$ cat config.mk
export PLATFORM = sky130hd
export DESIGN_NAME = int_tx_multibyte_flat
export DESIGN_NICKNAME = d
export VERILOG_FILES = /design/src/rtl/int_tx_multibyte_if.sv /design/src/rtl/int_tx_multibyte.sv /design/src/flat_wrapper.sv
export SDC_FILE = /design/constraint.sdc
export NUM_CORES = 1
export LEC_CHECK = 0
export CAP_MARGIN = 15
export CORE_MARGIN = 4
export CORE_UTILIZATION = 35
export DETAILED_ROUTE_END_ITERATION = 16
export REMOVE_ABC_BUFFERS = 1
export SLEW_MARGIN = 20
export SYNTH_ARGS = -nofsm -noshare
export SYNTH_HDL_FRONTEND = slang
export SYNTH_SLANG_ARGS = --single-unit
$ cat constraint.sdc
create_clock -name CLK -period 1.8 [get_ports CLK]
set_input_delay 0.27 -clock CLK [delete_from_list [all_inputs] [get_ports CLK]]
set_output_delay 0.27 -clock CLK [all_outputs]
set_load 0.005 [all_outputs]
$ cat src/rtl/int_tx_multibyte_if.sv
// Start/FIFO-side signal bundle for int_tx_multibyte; DATA_WIDTH must match the attached module.
interface int_tx_multibyte_if #(
   parameter int unsigned DATA_WIDTH = 32
);
   logic                  enviar;
   logic                  fifo_full;
   logic [DATA_WIDTH-1:0] DATO_ALU;
   logic                  WR_FIFO;
   logic [7:0]            data_fifo;
   logic                  busy;
   logic                  done;

   modport master (
      output enviar, fifo_full, DATO_ALU,
      input  WR_FIFO, data_fifo, busy, done
   );

   modport slave (
      input  enviar, fifo_full, DATO_ALU,
      output WR_FIFO, data_fifo, busy, done
   );
endinterface

$ cat src/rtl/int_tx_multibyte.sv
// Captures a DATA_WIDTH-bit ALU result on a rising enviar and writes it to the TX FIFO
// as DATA_WIDTH/8 bytes, optionally preceded by a header byte, honouring fifo_full.
module int_tx_multibyte #(
   parameter int unsigned DATA_WIDTH  = 32,
   parameter bit          MSB_FIRST   = 1'b0,
   parameter bit          HEADER_EN   = 1'b0,
   parameter logic [7:0]  HEADER_BYTE = 8'hAA
) (
   input logic          CLK,
   input logic          RESET,
   int_tx_multibyte_if.slave bus
);

   localparam int unsigned NB = DATA_WIDTH / 8;
   localparam int unsigned CW = $clog2(NB + 1);

   typedef enum logic [1:0] {IDLE, HDR, SEND, DONE} state_t;

   state_t                state_q, state_d;
   logic                  enviar_prev_q;
   logic [DATA_WIDTH-1:0] shreg_q, shreg_d;
   logic [CW-1:0]         cnt_q, cnt_d;
   logic                  done_q;

   logic                  start;
   logic                  wr;
   logic                  busy;
   logic [7:0]            data;
   logic [7:0]            cur_byte;

   assign start    = bus.enviar & ~enviar_prev_q;
   assign cur_byte = MSB_FIRST ? shreg_q[DATA_WIDTH-1 -: 8] : shreg_q[7:0];

   always_ff @(posedge CLK or posedge RESET) begin
      if (RESET) begin
         state_q       <= IDLE;
         enviar_prev_q <= 1'b0;
         shreg_q       <= '0;
         cnt_q         <= '0;
         done_q        <= 1'b0;
      end else begin
         state_q       <= state_d;
         enviar_prev_q <= bus.enviar;
         shreg_q       <= shreg_d;
         cnt_q         <= cnt_d;
         done_q        <= (state_d == DONE);
      end
   end

   always_comb begin
      state_d = state_q;
      shreg_d = shreg_q;
      cnt_d   = cnt_q;
      wr      = 1'b0;
      busy    = 1'b0;
      data    = '0;
      case (state_q)
         IDLE: begin
            if (start) begin
               shreg_d = bus.DATO_ALU;
               cnt_d   = CW'(NB);
               state_d = HEADER_EN ? HDR : SEND;
            end
         end
         HDR: begin
            busy = 1'b1;
            wr   = ~bus.fifo_full;
            data = HEADER_BYTE;
            if (wr) state_d = SEND;
         end
         SEND: begin
            busy = 1'b1;
            wr   = ~bus.fifo_full;
            data = cur_byte;
            // Consumed byte is shifted out with zero fill; counter tracks bytes still owed.
            if (wr) begin
               shreg_d = MSB_FIRST ? (shreg_q << 8) : (shreg_q >> 8);
               cnt_d   = cnt_q - CW'(1);
               if (cnt_q == CW'(1)) state_d = DONE;
            end
         end
         DONE: begin
            state_d = IDLE;
         end
         default: begin
            state_d = IDLE;
         end
      endcase
   end

   assign bus.WR_FIFO   = wr;
   assign bus.data_fifo = data;
   assign bus.busy      = busy;
   assign bus.done      = done_q;

endmodule
$ cat src/flat_wrapper.sv
// flat-port wrapper written by rule: the top's interface ports become plain ports
module int_tx_multibyte_flat 
#(
   parameter int unsigned DATA_WIDTH  = 32,
   parameter bit          MSB_FIRST   = 1'b0,
   parameter bit          HEADER_EN   = 1'b0,
   parameter logic [7:0]  HEADER_BYTE = 8'hAA
)
  (CLK, RESET, bus_enviar, bus_fifo_full, bus_DATO_ALU, bus_WR_FIFO, bus_data_fifo, bus_busy, bus_done);
  int_tx_multibyte_if #(.DATA_WIDTH(DATA_WIDTH)) bus_i ();
  input logic CLK;
  input logic RESET;
  input wire logic [$bits(bus_i.enviar)-1:0] bus_enviar;
  input wire logic [$bits(bus_i.fifo_full)-1:0] bus_fifo_full;
  input wire logic [$bits(bus_i.DATO_ALU)-1:0] bus_DATO_ALU;
  output wire logic [$bits(bus_i.WR_FIFO)-1:0] bus_WR_FIFO;
  output wire logic [$bits(bus_i.data_fifo)-1:0] bus_data_fifo;
  output wire logic [$bits(bus_i.busy)-1:0] bus_busy;
  output wire logic [$bits(bus_i.done)-1:0] bus_done;
  assign bus_i.enviar = bus_enviar;
  assign bus_i.fifo_full = bus_fifo_full;
  assign bus_i.DATO_ALU = bus_DATO_ALU;
  assign bus_WR_FIFO = bus_i.WR_FIFO;
  assign bus_data_fifo = bus_i.data_fifo;
  assign bus_busy = bus_i.busy;
  assign bus_done = bus_i.done;
  int_tx_multibyte #(.DATA_WIDTH(DATA_WIDTH), .MSB_FIRST(MSB_FIRST), .HEADER_EN(HEADER_EN), .HEADER_BYTE(HEADER_BYTE)) u_core (.CLK(CLK), .RESET(RESET), .bus(bus_i));
endmodule
==> results <==
- The synthesized netlist occupies a cell area of 0.00204 mm2.
- In the layout the commonest cells are sky130_fd_sc_hd__dfrtp_1 (38), sky130_fd_sc_hd__clkdlybuf4s50_1 (36), sky130_fd_sc_hd__mux2_2 (32).
- The basic-gate share of the synthesized area counting and, or, nand and nor cells is 7.18%.
- The clock skew after layout is 0.00520 ns.
- The effective utilization at floorplan is 36.6%.
- Counting both buffers and inverters, the worst setup path holds a total of 3.
- Walking the worst path, the cells encountered are ha_4 > buf_6 > and2_4 > a211oi_4 > buf_6 > clkbuf_16 > mux2_4.
- Counting I/O delays and the setup requirement, the final critical path takes 1.88 ns.
- The synthesized design contains 0 enable-type register cells.
- The delay of the slowest cell on the worst path is 0.45 ns.
- Counting flops with an async set or reset pin after synthesis yields a share of 100%.
- In the global route stage, overall resource usage came out at 14.2%.
- The sequential element share of the synthesized area is 47.9%.
- The buffer depth of the longest clock path is 2.
- The row count is 27.
- Once placement finished, the instance area stood at 0.00271 mm2.
- The routed via count is 1,516.
- The most numerous cell type found on the critical path is sky130_fd_sc_hd__buf_6.
- The highest net fanout along the worst path is 4.
- The reg-to-reg startpoint is u_core.state_q[1]$_DFF_PP0_.
- The most critical setup path has its startpoint at u_core.state_q[1]$_DFF_PP0_.
- The post-layout net count is 281.
- Of the total synthesized cell area, the portion taken by full adders, half adders and majority gates is 4.30%.
- The height of the die is 84.3 um.
- Summed over all cells, the static leakage comes to 1.44 nW.
- Setup violations remaining at the end of the flow were counted as 19.
- The number of antenna violations at the first check in global routing is 0.
- The number of design-rule violations left by the first detailed-router iteration is 48.
- The number of clock buffers added by TritonCTS is 5.
- Using the TritonRoute via totals, the vias-per-cell ratio works out to 4.91.
- The later-pin clock latency in the skew report is 0.29 ns.
- The headroom to the max-slew limit is 66.7%.
- Yosys printed 0 warnings.
- The count of inserted antenna diode cells is 0.
- The H-tree was split into 2 levels.
- The fraction of the mapped netlist area in compound gates is 10.4%.
- Among cell families on the critical path, the largest total delay comes from buffers and inverters.
- For this run, the leading register cell type out of synthesis is sky130_fd_sc_hd__dfrtp_1.
- The kind of critical path is reg2reg.
- The first global-routing pass estimated 8130 um of wire.
- After synthesis, the largest family of logic cells by area is multiplexers.
- Setup repair after global routing could not meet its margin everywhere.
- STA classifies the critical path startpoint as a flip-flop.
- The width of the die is 84.3 um.
- The post-synthesis cell type count is 31.
- Cells with a size suffix above 1 make up 48.5% of the layout.
- The final worst-path cycle share is 105%.
- The library cell used most frequently in the layout, excluding fill and tap cells, is sky130_fd_sc_hd__dfrtp_1.
- For this run the aggregate overflow at the end of global routing stands at 0.
- The tool flagged a number of max-cap violations equal to 0.
- 47 I/O pins were placed.
- The total count of hold-check failures in the final report is 0.
- The clock tree from TritonCTS is built.
- The number of hold-repair buffers added at the cts stage is 0.
- The xor/xnor share of the synthesized area is 0%.
- The final max-slew violation count is 0.
- The endpoint kind of the worst setup timing path is a flip-flop.
- CTS saw 39 sinks.
- The flow ran to the end, but the final reports show violations.
- The number of placed instances, taps included, is 289.
- The final cell count without fillers is 309.
- The area of the core is 0.00557 mm2.
- After clock tree synthesis, the clock-pin slew on the worst setup and hold paths is 0.07 ns.
- The flop and latch count out of synthesis is 39.
- At the pin with the least slew margin, the transition time is 0.499 ns.
- VDD sags by at most 0.000673 V.
- The data arrival at the endpoint of the critical path is 2.06 ns.
- The die covers 0.00711 mm2.
- The total half-perimeter wirelength after legalization and detailed placement is 3370 um.
- The final reports fail on setup timing.
- The synthesis-to-layout area growth is 51.0%.
- The tightest min-delay check is of the in2async type.
- The pin count of the biggest net entering global routing is 40.
- The clock tree root buffer cell is sky130_fd_sc_hd__clkbuf_8.
- Once routing completed, OpenROAD measured the worst setup slack at -0.0846 ns.
- The global placement routability congestion is 0.839.
- The remaining antenna violation count after routing is 0.
- The total power draw is 5.55 mW.
- The first detailed-routing pass took 4 iterations.
- Synthesis produced 157 cells.
- At the worst endpoint, the required time is 1.97 ns.
- The setup TNS is -1.25 ns.
- The number of input and output port buffers inserted is 46.
- The final layout contains routed wiring with a total length of 5060 um.
- Each instance of the synthesized netlist takes up on average 13.0 um2.
- For this run, the top clock speed supported by timing is 531 MHz.
- The fraction of synthesized area in multiplexers is 26.5%.
- In this run the power density over the cells is 1800 mW/mm2.
- The residual DRC count is 0.
- The post-route cell area is 0.00308 mm2.
- Measured on the finished design, the core utilization comes to 55.2%.
- OpenSTA, run right after detailed placement, puts the worst setup slack at -0.137 ns.
- Across all hold checks on the routed design, the worst slack comes to 0.414 ns.
- The number of global-route vias before repair is 1,713.
- In the final routed layout, each cell accounts on average for 16.4 um.
- The slowest library cell on the worst path is sky130_fd_sc_hd__dfrtp_2.
## cells by family (layout without fill, tap and decap cells)
group                    count (synthesis)  after routing
AO/OA/AOI/OAI                           26             26
adder cells (fa/ha/maj)                  7              7
buffers and inverters                   13             93
flip-flops                              39             39
multiplexers                            48             48
AND/OR/NAND/NOR                         24             24
## worst reg2reg max path: cells and delay by family (launching register included)
kind | cells | cell delay, ns
AO/OA/AOI/OAI | 1 | 0.23
adder cells (fa/ha/maj) | 1 | 0.19
buffers and inverters | 3 | 0.47
flip-flops | 1 | 0.45
multiplexers | 1 | 0.29
AND/OR/NAND/NOR | 1 | 0.14
## power by group
| group | internal, mW | total (mW) | switching [mW] |
|---|---|---|---|
| clock network | 0.258 | 0.545 | 0.286 |
| registers | 1.19 | 1.39 | 0.195 |
| logic | 2.28 | 3.62 | 1.34 |
## worst paths after layout
kind | slack (ns) | depth (start not counted) | end
hold / removal | 0.41 | 3 | u_core.shreg_q[23]$_DFFE_PP0P_
max in group asynchronous | 1.01 | 3 | u_core.state_q[1]$_DFF_PP0_
setup reg to reg | -0.08 | 7 | u_core.shreg_q[14]$_DFFE_PP0P_
setup / recovery | -0.08 | 7 | u_core.shreg_q[14]$_DFFE_PP0P_
min in group CLK | 0.46 | 1 | u_core.enviar_prev_q$_DFF_PP0_
hold reg to reg | 0.51 | 1 | u_core.shreg_q[26]$_DFFE_PP0P_
## layer usage
layer,track usage [%],vias up,part of all wire (%)
li1,-,727,-
met1,17.6,740,44
met2,23.4,42,49
met3,4.81,7,5.4
met4,4.39,0,1.0
met5,0,-,0
## final cells by class
cell class                 instances  area [um2]
fill                             489        2500
multi-input combinational        105        1120
sequential                        39         977
timing repair buffer              81         786
tap                               72        90.1
clock buffer                       6        72.6
inverter                           6        27.5
## synth_stat cells (2+ instances only)
cell type,n,share of area (%)
sky130_fd_sc_hd__dfrtp_1,39,48
sky130_fd_sc_hd__ha_1,7,4.3
sky130_fd_sc_hd__a21oi_1,5,1.2
sky130_fd_sc_hd__a211oi_1,2,0.74
sky130_fd_sc_hd__clkbuf_1,2,0.37
sky130_fd_sc_hd__nand2b_1,3,0.92
sky130_fd_sc_hd__nor2b_1,6,1.8
sky130_fd_sc_hd__mux2_2,48,27
sky130_fd_sc_hd__a22o_1,8,3.4
sky130_fd_sc_hd__a211o_2,2,0.98
sky130_fd_sc_hd__nor2_1,3,0.55
sky130_fd_sc_hd__inv_1,6,1.1
sky130_fd_sc_hd__and3_1,2,0.61
sky130_fd_sc_hd__buf_6,3,1.7
sky130_fd_sc_hd__and2_1,5,1.5
## sequential cells by signal (all words and copies together) (netlist names)
| name | flops |
|---|---|
| u_core.shreg_q | 32 |
| u_core.cnt_q | 3 |
| u_core.state_q | 2 |
| u_core.bus.done | 1 |
| u_core.enviar_prev_q | 1 |
## repair_timing
| item | in CTS | in global routing |
|---|---|---|
| endpoints found under the hold margin | 0 | 0 |
| resized for setup | 36 | 37 |
| setup endpoints to repair | 42 | 30 |
| setup buffers | 6 | 6 |
| gates cloned | 1 | 2 |
| pin swaps | 1 | 11 |
Power figures use the tool's default switching activity.
